$ cat config.mk
export PLATFORM = sky130hd
export DESIGN_NAME = reg_writer
export DESIGN_NICKNAME = d
export VERILOG_FILES = /design/src/rtl/reg_writer.sv
export SDC_FILE = /design/constraint.sdc
export NUM_CORES = 1
export LEC_CHECK = 0
export CAP_MARGIN = 10
export CORE_UTILIZATION = 48
export CTS_CLUSTER_DIAMETER = 50
export DETAILED_ROUTE_END_ITERATION = 8
export PLACE_DENSITY = 0.81
export RECOVER_POWER = 100
export SYNTH_ARGS = -nofsm -noshare
export SYNTH_HDL_FRONTEND = slang
export SYNTH_SLANG_ARGS = --single-unit
export TNS_END_PERCENT = 100
$ cat constraint.sdc
create_clock -name clk -period 3.7 [get_ports clk]
set_input_delay 0.74 -clock clk [delete_from_list [all_inputs] [get_ports clk]]
set_output_delay 0.74 -clock clk [all_outputs]
set_load 0.03 [all_outputs]
$ cat src/rtl/reg_writer.sv
// reg_writer: Y86 register file write side with dual write-back ports, per-register clear and a pending-write scoreboard.
module reg_writer #(
    parameter logic [31:0] SP_INIT  = 32'h0000_0000,
    parameter logic [31:0] REG_INIT = 32'h0000_0000
) (
    input  logic        clk,
    input  logic        reset_n,
    input  logic [7:0]  clr,
    input  logic        wE_en,
    input  logic [2:0]  wE_dst,
    input  logic [31:0] wE_val,
    input  logic        wM_en,
    input  logic [2:0]  wM_dst,
    input  logic [31:0] wM_val,
    input  logic        claim_en,
    input  logic [2:0]  claim_dst,
    output logic [31:0] Q_0,
    output logic [31:0] Q_1,
    output logic [31:0] Q_2,
    output logic [31:0] Q_3,
    output logic [31:0] Q_4,
    output logic [31:0] Q_5,
    output logic [31:0] Q_6,
    output logic [31:0] Q_7,
    output logic [7:0]  pending,
    output logic        wr_conflict
);
    logic [31:0] q [8];

    for (genvar i = 0; i < 8; i++) begin : g_reg
        localparam logic [2:0]  idx  = 3'(i);
        localparam logic [31:0] init = (i == 4) ? SP_INIT : REG_INIT;
        logic e_hit, m_hit;
        assign e_hit = wE_en && wE_dst == idx;
        assign m_hit = wM_en && wM_dst == idx;
        // M beats E on a shared destination so popl %esp lands the popped value
        always_ff @(posedge clk) begin
            if (!reset_n || clr[i]) q[i] <= init;
            else if (m_hit) q[i] <= wM_val;
            else if (e_hit) q[i] <= wE_val;
        end
        // a same-cycle claim belongs to the younger instruction, so it outranks the commit
        always_ff @(posedge clk) begin
            if (!reset_n || clr[i]) pending[i] <= 1'b0;
            else if (claim_en && claim_dst == idx) pending[i] <= 1'b1;
            else if (e_hit || m_hit) pending[i] <= 1'b0;
        end
    end

    always_ff @(posedge clk) begin
        if (!reset_n) wr_conflict <= 1'b0;
        else wr_conflict <= wE_en && wM_en && wE_dst == wM_dst;
    end

    assign Q_0 = q[0];
    assign Q_1 = q[1];
    assign Q_2 = q[2];
    assign Q_3 = q[3];
    assign Q_4 = q[4];
    assign Q_5 = q[5];
    assign Q_6 = q[6];
    assign Q_7 = q[7];
endmodule

**Word-level counts from Yosys, hierarchy flattened**

Memories as Yosys holds them, arrays and structs flattened.
Cells that the tools add are included.

- Equality and inequality tests: 22
- Muxes and demuxes: 104
- Bitwise logic cells: 16
- Reductions and logical operators: 54

Operator list:

| kind | count |
|---|---|
| $mux W32 | 16 |
| $mux W1 | 88 |
| $eq A3 B3 Y1 const B | 12 |
| $logic_and A1 B1 Y1 | 26 |
| $eq A3 B2 Y1 const B | 6 |
| $logic_or A1 B1 Y1 | 16 |
| $or A1 B1 Y1 | 16 |
| $reduce_bool A2 Y1 | 8 |
| $eq A3 B1 Y1 const B | 3 |
| $logic_not A3 Y1 | 3 |
| $eq A3 B3 Y1 | 1 |
| $logic_not A1 Y1 | 1 |

- Bits in registers: 9
- RAM bits: 256
- Input bits: 86
- Output and inout bits: 265
- Logic and storage cells: 206
- Memories: 1

Memories:

| memory | depth | width | rd ports | clocked after memory_dff | write ports | line | source |
|---|---|---|---|---|---|---|---|
| q | 8 | 32 | 8 | 0 | 8 | 28 | `logic [31:0] q [8];` |

**Logic depth before layout (Yosys ltp)**

Gate-level depths: netlist (run 1).

- Depth after elaboration: 7
- Gate-level depth with buffers: 6
- Depth with buffers taken out: 3

**Least setup slack after synthesis (run 1)**

No wires, ideal clock.

- Path type: input -> register
- Start point: in reset_n
- End point: mem q[5][0], in the netlist q[1][32], enable pin
- Setup time: 561 ps
- Data arrival time: 2,259 ps
- Required time: 3,139 ps
- Path slack: 880 ps
- Cell stages on the path: 5
- Path buffers: 3
- Cell sequence: buf_2 -> nor2b_1 -> buf_2 -> buf_2 -> nand3_1

RTL lines:

| what | line | source |
|---|---|---|
| from (decl) | 7 | `input logic reset_n,` |
| to (decl) | 28 |  |

==> flow_summary.ini, run 1 <==
[clock_network]
ctsLongestPathBuffers = 3
clock-sinks = 265
cts.repair.resized = 0
cts_root_buf = clkbuf_16
clkTransAtPathRegs_ns = 0.06
cts-buffers-inserted = 31
htree_levels = 1
hold_buffers = 0
cts_tree = done
clock_latency_ns = 0.55
postCtsSetupBuffers = 0

[yosys]
ys_types = 47
ys_seq_area_share_pct = 64.2
synth-edff-count = 256
syn-num-nets = 1101
synthFlopType = edfxtp_1
avgSynthCellArea_um2 = 12.1
synthCells = 1015
synth_most_common_cell = edfxtp_1
synth.top_cell.area_share_pct = 62.8
netlist_area_um2 = 12200
async_reset_ff_share_pct = 0
netlist.top_cell.by_area = edfxtp_1
synth_seq_cells = 265
synthTopCellsByArea = edfxtp_1 (63%), a22o_1 (7.7%), nand2_1 (6.1%)
yosys_warnings = 0
netlist_top_cells_count = edfxtp_1 (256), nand2_1 (199), a22o_1 (107), nand3_1 (69)

[critical_path]
path_max_fanout = 22
r2r_start = pending[1]$_SDFFE_PP0P_
critPathKind = in2reg
rrSetupSlack_ns = 3.03
reg2reg_depth = 1
worstReg2RegEnd = pending[1]$_SDFFE_PP0P_
required_ns = 4.12
startpoint_type = input port
worstSetupEndpointType = flop
cp.arrival_ns = 3.57

[place]
hpwl_um = 28400
placed_cell_area_um2 = 15900
gp_congestion = 0.895
portBuffers = 350

[floorplan]
io_pins = 351
die_area_um2 = 26200
dieWidth_um = 162
start_util_pct = 48.8
core_area_um2 = 25100
die_h_um = 162
rows = 58

[status]
outcome = finished clean

[finish]
multiInputGateArea_um2 = 3550
drive_gt1_share_pct = 9.25
final_area_um2 = 16800
fillers = 1863
layout.nets = 1381
syn_to_final_growth_pct = 36.9
seqCellArea_um2 = 7870

[route]
wire_per_inst_um = 25.5
via_count = 10100
drtPass1Iterations = 5
ant_nets = 0
drt_wl_total_um = 42000
drtIter0Drc = 1118
via_per_inst = 6.12
drc = 0

[timing]
finalSetupTns_ns = 0
timing.fmax_mhz = 318
final_hold_viol_count = 0
period_share_pct = 85.1
period_minus_slack_ns = 3.15
finClkSkew_ns = 0
setup_viol = 0
slew_viol_final = 0
rsz0062_at_grt = false
maxSlewHeadroom_pct = 4.76
worst_pin_slew_ns = 1.42

[power]
ir_worst_vdd_v = 0.000325
power_density_nw_per_um2 = 475
leakagePower_nw = 6.44

[global_route]
grt_pass1_wl_um = 61300
gr-total-overflow = 0
antenna_found_initial = 4
gr-usage-all-layers_pct = 31.7
grt_max_degree = 67
grt_pass1_vias = 9644

[worst_hold_path]
min_path_cells = 2
worstHoldStart = pending[5]$_SDFFE_PP0P_
hold_path_class = reg2reg
min_to = pending[5]$_SDFFE_PP0P_

[flow_run]
maxCapViolCount = 0
==> layer usage <==
metal,track usage [%],wire length [um],vias up
li1,-,-,4362
met1,42.1,15300,4779
met2,51.7,20100,836
met3,5.64,4870,118
met4,13.3,1790,6
met5,0,40,-
==> worst max path at each step <==
| stage | end | startpoint | slack, ns | cells after the start |
|---|---|---|---|---|
| 2_1_floorplan | q[1][32]$_DFFE_PP_ | reset_n | 0.88 | 5 |
| 3_3_place_gp | q[0][23]$_DFFE_PP_ | wM_dst[0] | 0.61 | 6 |
| 3_5_place_dp | q[1][104]$_DFFE_PP_ | wM_dst[0] | 0.53 | 5 |
| 4_1_cts | q[1][97]$_DFFE_PP_ | wM_dst[0] | 1.11 | 5 |
| 5_1_grt | q[1][97]$_DFFE_PP_ | wM_dst[0] | 0.50 | 5 |
| 6_report | q[1][126]$_DFFE_PP_ | wM_dst[0] | 0.55 | 5 |
==> power breakdown <==
part	switching [mW]	internal, mW
Clock	1.29	1.91
Sequential	0.0569	3.48
Combinational	0.830	0.394
==> per-stage QoR <==
stage	hold slack (ns)	instances	power (mW)	worst slack, ns	utilization (%)
6_report	0.465	1650	7.96	0.551	66.8
5_1_grt	0.503	1650	8.13	0.497	66.8
4_1_cts	0.469	1649	8.05	1.11	67.5
3_5_place_dp	0.456	1592	4.90	0.530	63.3
3_3_place_gp	0.449	1592	4.88	0.606	63.3
2_1_floorplan	0.586	1015	4.29	0.880	-
==> cell type report <==
type,count,share of cell area [%]
diodes,1,0.0149
clock buffers,33,4.67
clock inverters,24,1.70
inverters,3,0.0672
multi-input cells,593,21.2
flip-flops and latches,265,46.9
well taps,330,2.46
repair buffers,401,23.0
==> layout by cell type (no fill, tap or decap), drive strengths merged, types with 2 or more instances in the layout <==
| cell type | n |
|---|---|
| o22ai | 64 |
| dlygate4sd3 | 269 |
| clkinv | 11 |
| edfxtp | 256 |
| dfxtp | 9 |
| a32o | 3 |
| and3 | 2 |
| xor2 | 3 |
| nor3b | 2 |
| a21oi | 64 |
| nor2 | 7 |
| and4b | 2 |
| clkdlybuf4s50 | 81 |
| bufinv | 5 |
| nand2 | 199 |
| nand4b | 6 |
| a22o | 128 |
| nor2b | 5 |
| nor3 | 4 |
| buf | 33 |
| inv | 10 |
| nand4 | 7 |
| nand2b | 7 |
| nand4bb | 4 |
| nand3 | 69 |
| clkbuf | 51 |
==> critical path: stages <==
cell and delay, ns:
dlygate4sd3_1 0.71, and4_1 0.30, nor3_1 1.11, buf_4 0.49, a22o_1 0.20
==> registers in the layout, summed over array words and instances, names as in the netlist <==
name and cells:
pending 8, q 256, wr_conflict 1
==> kinds of logic (layout without fill, tap and decap cells) <==
kind of cell / Yosys count / in the layout / synth area share [%]
xor gates and xnor gates: 3 / 3 / 0.215
other: 0 / 1 / 0
AOI/OAI and AO/OA: 265 / 265 / 16.1
DFF: 265 / 265 / 64.2
and+or+nand+nor: 325 / 325 / 12.7
buffers and inverters: 157 / 461 / 6.74
Power figures use the tool's default switching activity.
==> run 2: changes to the inputs <==
--- a/config.mk
+++ b/config.mk
@@ -6,12 +6,14 @@
 export NUM_CORES = 1
 export LEC_CHECK = 0
 export CAP_MARGIN = 10
-export CORE_UTILIZATION = 48
+export CELL_PAD_IN_SITES_DETAIL_PLACEMENT = 1
+export CELL_PAD_IN_SITES_GLOBAL_PLACEMENT = 2
+export CORE_UTILIZATION = 31
 export CTS_CLUSTER_DIAMETER = 50
 export DETAILED_ROUTE_END_ITERATION = 8
-export PLACE_DENSITY = 0.81
+export PLACE_DENSITY_LB_ADDON = 0.1
 export RECOVER_POWER = 100
 export SYNTH_ARGS = -nofsm -noshare
 export SYNTH_HDL_FRONTEND = slang
 export SYNTH_SLANG_ARGS = --single-unit
-export TNS_END_PERCENT = 100
+export TNS_END_PERCENT = 10
==> flow_summary.ini, run 2 (synthesis results as in run 1) <==
[floorplan]
die_h_um = 201
io_pins = 351
dieWidth_um = 201
die_area_um2 = 40300
start_util_pct = 31.5
core_area_um2 = 38800
rows = 72

[place]
portBuffers = 350
gp_congestion = 0.771
dpl_worst_slack_ns = 0.532
hpwl_um = 33500
placed_cell_area_um2 = 16100

[critical_path]
worst_path_max_delay_cell = dlygate4sd3_1
cp_num_buf_inv = 3
max_stage_delay_ns = 0.65
required_ns = 4.08
startpoint_type = input port
path_max_fanout = 22
cp.arrival_ns = 3.43
worstSetupEndpointType = flop
cp_cell_sequence = dlygate4sd3_1 > clkbuf_1 > nor4b_4 > nor3b_1 > clkbuf_2 > a22o_2
cp_top_family = buffers and inverters
critPathKind = in2reg

[finish]
final_cell_mix = dlygate4sd3_1 (270), edfxtp_1 (256), nand2_1 (197)
fillers = 4053
final_area_um2 = 17200
largest_reg_flops = 256
final_common_cell = dlygate4sd3_1
syn_to_final_growth_pct = 40.5
top_regs = q (256), pending (8), wr_conflict (1)
drive_gt1_share_pct = 9.89
layout.nets = 1378
max_flop_register = q

[clock_network]
cts_tree = done
cts.repair.resized = 0
clkTransAtPathRegs_ns = 0.05
hold_buffers = 0
ctsLongestPathBuffers = 3
cts-buffers-inserted = 38
cts_root_buf = clkbuf_16
clock-sinks = 265
postCtsSetupBuffers = 0
htree_levels = 2
clock_latency_ns = 0.50

[route]
via_count = 9735
drtIter0Drc = 737
drt_wl_total_um = 48400
wire_per_inst_um = 26.4
wl_met3_um = 2920
ant_nets = 0
via_per_inst = 5.31
wl_met1_um = 21800
wl_met2_um = 22600
highest_layer = met4
drc = 0
drtPass1Iterations = 5

[timing]
timing.fmax_mhz = 328
period_share_pct = 82.4
rsz0062_at_grt = false
finalWorstSetupSlack_ns = 0.651
setup_viol = 0
worst_pin_slew_ns = 1.06
final_hold_viol_count = 0
maxSlewHeadroom_pct = 29.1
finClkSkew_ns = 0
slew_viol_final = 0
period_minus_slack_ns = 3.05
finalSetupTns_ns = 0

[global_route]
antenna_found_initial = 1
grt_pass1_vias = 9807
gr-total-overflow = 0
grt_max_degree = 35
gr-usage-all-layers_pct = 23.6
grt_pass1_wl_um = 69900

[power]
leakagePower_nw = 6.53
power_density_nw_per_um2 = 493
ir_worst_vdd_v = 0.000256
total_power_mw = 8.48

[worst_hold_path]
hold_path_class = reg2reg

[flow_run]
maxCapViolCount = 0

[status]
outcome = finished clean
## run 2: changes by cell type in the layout (fill, tap and decap cells not counted), sizes merged
cell           before  now
clkbuf             51   62
buf                33   27
clkinv             11    6
inv                10    5
bufinv              5    6
clkdlybuf4s50      81   80
dlygate4sd3       269  270
## run 2: area by class of cell
cell class / count / area [um2] / area share [%]
Sequential cell: 265 / 7870 / 45.7
Timing Repair Buffer: 391 / 3830 / 22.3
Antenna cell: 1 / 2.50 / 0.0145
Tap cell: 518 / 648 / 3.77
Multi-Input combinational cell: 593 / 3600 / 20.9
Clock inverter: 15 / 235 / 1.37
Inverter: 3 / 11.3 / 0.0654
Clock buffer: 48 / 1010 / 5.87
## run 2: per-layer routing
layer	GRT usage, %	up-vias
li1	-	4357
met1	32.6	4946
met2	37.9	373
met3	4.51	59
met4	6.41	0
met5	0	-
## run 2: path summary, 6_finish.rpt
kind                                         startpoint                      end  slack [ns]  cells after the start
worst min register to register  pending[4]$_SDFFE_PP0P_  pending[4]$_SDFFE_PP0P_        0.45                      2
worst max-delay path                          wM_dst[0]        q[0][1]$_DFFE_PP_        0.65                      6
worst min-delay path            pending[4]$_SDFFE_PP0P_  pending[4]$_SDFFE_PP0P_        0.45                      2
worst max register to register  pending[1]$_SDFFE_PP0P_  pending[1]$_SDFFE_PP0P_        3.01                      1
## run 2: power breakdown
| group | internal, mW | total, mW | switching (mW) |
|---|---|---|---|
| clock | 2.34 | 3.69 | 1.34 |
| combinational | 0.395 | 1.24 | 0.847 |
| sequential | 3.49 | 3.55 | 0.0649 |
## run 2: per-stage QoR
| stage | hold WS, ns | instances | utilization [%] |
|---|---|---|---|
| floorplan | 0.586 | 1015 | - |
| global route | 0.487 | 1834 | 44.3 |
| detailed placement | 0.451 | 1770 | 41.4 |
| global placement | 0.452 | 1770 | 41.4 |
| CTS | 0.460 | 1833 | 44.6 |
| finish | 0.451 | 1834 | 44.3 |
==> run 3: changes to the inputs <==
--- a/config.mk
+++ b/config.mk
@@ -8,7 +8,7 @@
 export CAP_MARGIN = 10
 export CELL_PAD_IN_SITES_DETAIL_PLACEMENT = 1
 export CELL_PAD_IN_SITES_GLOBAL_PLACEMENT = 2
-export CORE_UTILIZATION = 31
+export CORE_UTILIZATION = 28
 export CTS_CLUSTER_DIAMETER = 50
 export DETAILED_ROUTE_END_ITERATION = 8
 export PLACE_DENSITY_LB_ADDON = 0.1
==> constraint.sdc (replaced) <==
create_clock -name clk -period 2.62 [get_ports clk]
set_input_delay 0.524 -clock clk [delete_from_list [all_inputs] [get_ports clk]]
set_output_delay 0.524 -clock clk [all_outputs]
set_load 0.03 [all_outputs]
==> flow_summary.ini, run 3 (synthesis results as in run 1) <==
[status]
outcome = finished clean

[finish]
final_area_um2 = 17900
syn_to_final_growth_pct = 46.6
largest_reg_flops = 256
layout.nets = 1408
drive_gt1_share_pct = 12.6
final_common_cell = dlygate4sd3_1
top_regs = q (256), pending (8), wr_conflict (1)
max_flop_register = q
final_cell_mix = dlygate4sd3_1 (267), edfxtp_1 (256), nand2_1 (198)

[timing]
setup_viol = 0
timing.fmax_mhz = 425
slew_viol_final = 0
period_minus_slack_ns = 2.35
finalWorstSetupSlack_ns = 0.269
finClkSkew_ns = 0
hold_ws_ns = 0.463
worst_pin_slew_ns = 1.01
final_hold_viol_count = 0
period_share_pct = 89.7
rsz0062_at_grt = false
maxSlewHeadroom_pct = 32.9

[route]
wl_met3_um = 3390
drtIter0Drc = 626
wire_per_inst_um = 26.7
ant_nets = 0
highest_layer = met5
drt_wl_total_um = 51900
wl_met1_um = 23200
via_per_inst = 5.11
via_count = 9926
wl_met2_um = 24300
drtPass1Iterations = 5
drc = 0

[flow_run]
maxCapViolCount = 0

[power]
switching_share_pct = 26.5
power_switching_mw = 3.43
ir_worst_vdd_v = 0.000454
power_density_nw_per_um2 = 722
p_int_mw = 9.53
leakagePower_nw = 6.84
p_clk_share_pct = 47.2
total_power_mw = 13.0
combPwrFrac_pct = 14.0
pwr-share-seq_pct = 38.7

[floorplan]
io_pins = 351
rows = 76
die_area_um2 = 44600
die_h_um = 211
start_util_pct = 28.4
dieWidth_um = 211
core_area_um2 = 43100

[critical_path]
worstSetupEndpointType = flop
worstReg2RegEnd = pending[3]$_SDFFE_PP0P_
required_ns = 2.80
cp.arrival_ns = 2.53
path_max_fanout = 12
reg2reg_depth = 1
critPathKind = in2reg
startpoint_type = input port
r2r_start = pending[3]$_SDFFE_PP0P_
rrSetupSlack_ns = 1.94

[global_route]
grt_pass1_vias = 10200
grt_pass1_wl_um = 74000
gr-total-overflow = 0
antenna_found_initial = 2
gr-usage-all-layers_pct = 23.2
grt_max_degree = 45

[clock_network]
cts_root_buf = clkbuf_16
clock-sinks = 265
clock_latency_ns = 0.55
cts-buffers-inserted = 42
clkTransAtPathRegs_ns = 0.05
ctsLongestPathBuffers = 3
hold_buffers = 0
cts_tree = done
cts.repair.resized = 0
postCtsSetupBuffers = 0
htree_levels = 2

[worst_hold_path]
worstHoldStart = pending[5]$_SDFFE_PP0P_
min_path_cells = 2
hold_path_class = reg2reg
min_to = pending[5]$_SDFFE_PP0P_

[place]
dpl_worst_slack_ns = -0.0912
hpwl_um = 35800
placed_cell_area_um2 = 16600
gp_congestion = 0.779
portBuffers = 350
-- run 3: power groups by stage --
stage               Sequential (mW)  Clock, mW  Combinational (mW)
floorplan                      5.65          0               0.413
global placement               5.11          0                1.96
detailed placement             5.12          0                1.97
CTS                            5.03       6.22                1.97
global route                   5.04       6.39                1.90
finish                         5.02       6.12                1.82
-- run 3: how the worst max path moves through the flow --
stage	startpoint	end	depth (start not counted)
2_1_floorplan	reset_n	q[1][32]$_DFFE_PP_	5
3_3_place_gp	wE_dst[1]	q[0][27]$_DFFE_PP_	5
3_5_place_dp	wE_dst[1]	q[0][25]$_DFFE_PP_	5
4_1_cts	q[0][76]$_DFFE_PP_	Q_2[12]	1
5_1_grt	wM_en	q[1][11]$_SDFFCE_PN0P_	6
6_report	wM_dst[1]	q[0][65]$_DFFE_PP_	5
-- run 3: critical path, stage by stage --
cell and delay [ns]:
dlygate4sd3_1 0.66, clkbuf_1 0.23, nor4bb_4 0.25, or3_2 0.18
clkbuf_1 0.67
-- run 3: final cells by class --
cell class / instances / area [um2]
Antenna cell: 1 / 2.50
Clock buffer: 51 / 1150
Clock inverter: 26 / 367
Fill cell: 4566 / 25100
Inverter: 3 / 11.3
Multi-Input combinational cell: 593 / 3590
Sequential cell: 265 / 7870
Tap cell: 585 / 732
Timing Repair Buffer: 417 / 4230
-- run 3: through the flow --
step | TNS [ns] | instances | util (%)
after global placement | -0.750 | 1863 | 38.6
after floorplan | 0 | 1015 | -
after detailed placement | -2.08 | 1863 | 38.6
after CTS | 0 | 1940 | 42.2
final | 0 | 1941 | 41.7
after global routing | 0 | 1940 | 41.7
-- run 3: metal layers --
metal,global-route usage [%],vias to the layer above
met5,0,-
met2,36.8,348
met3,5.56,64
li1,-,4416
met4,5.92,2
met1,31.7,5096
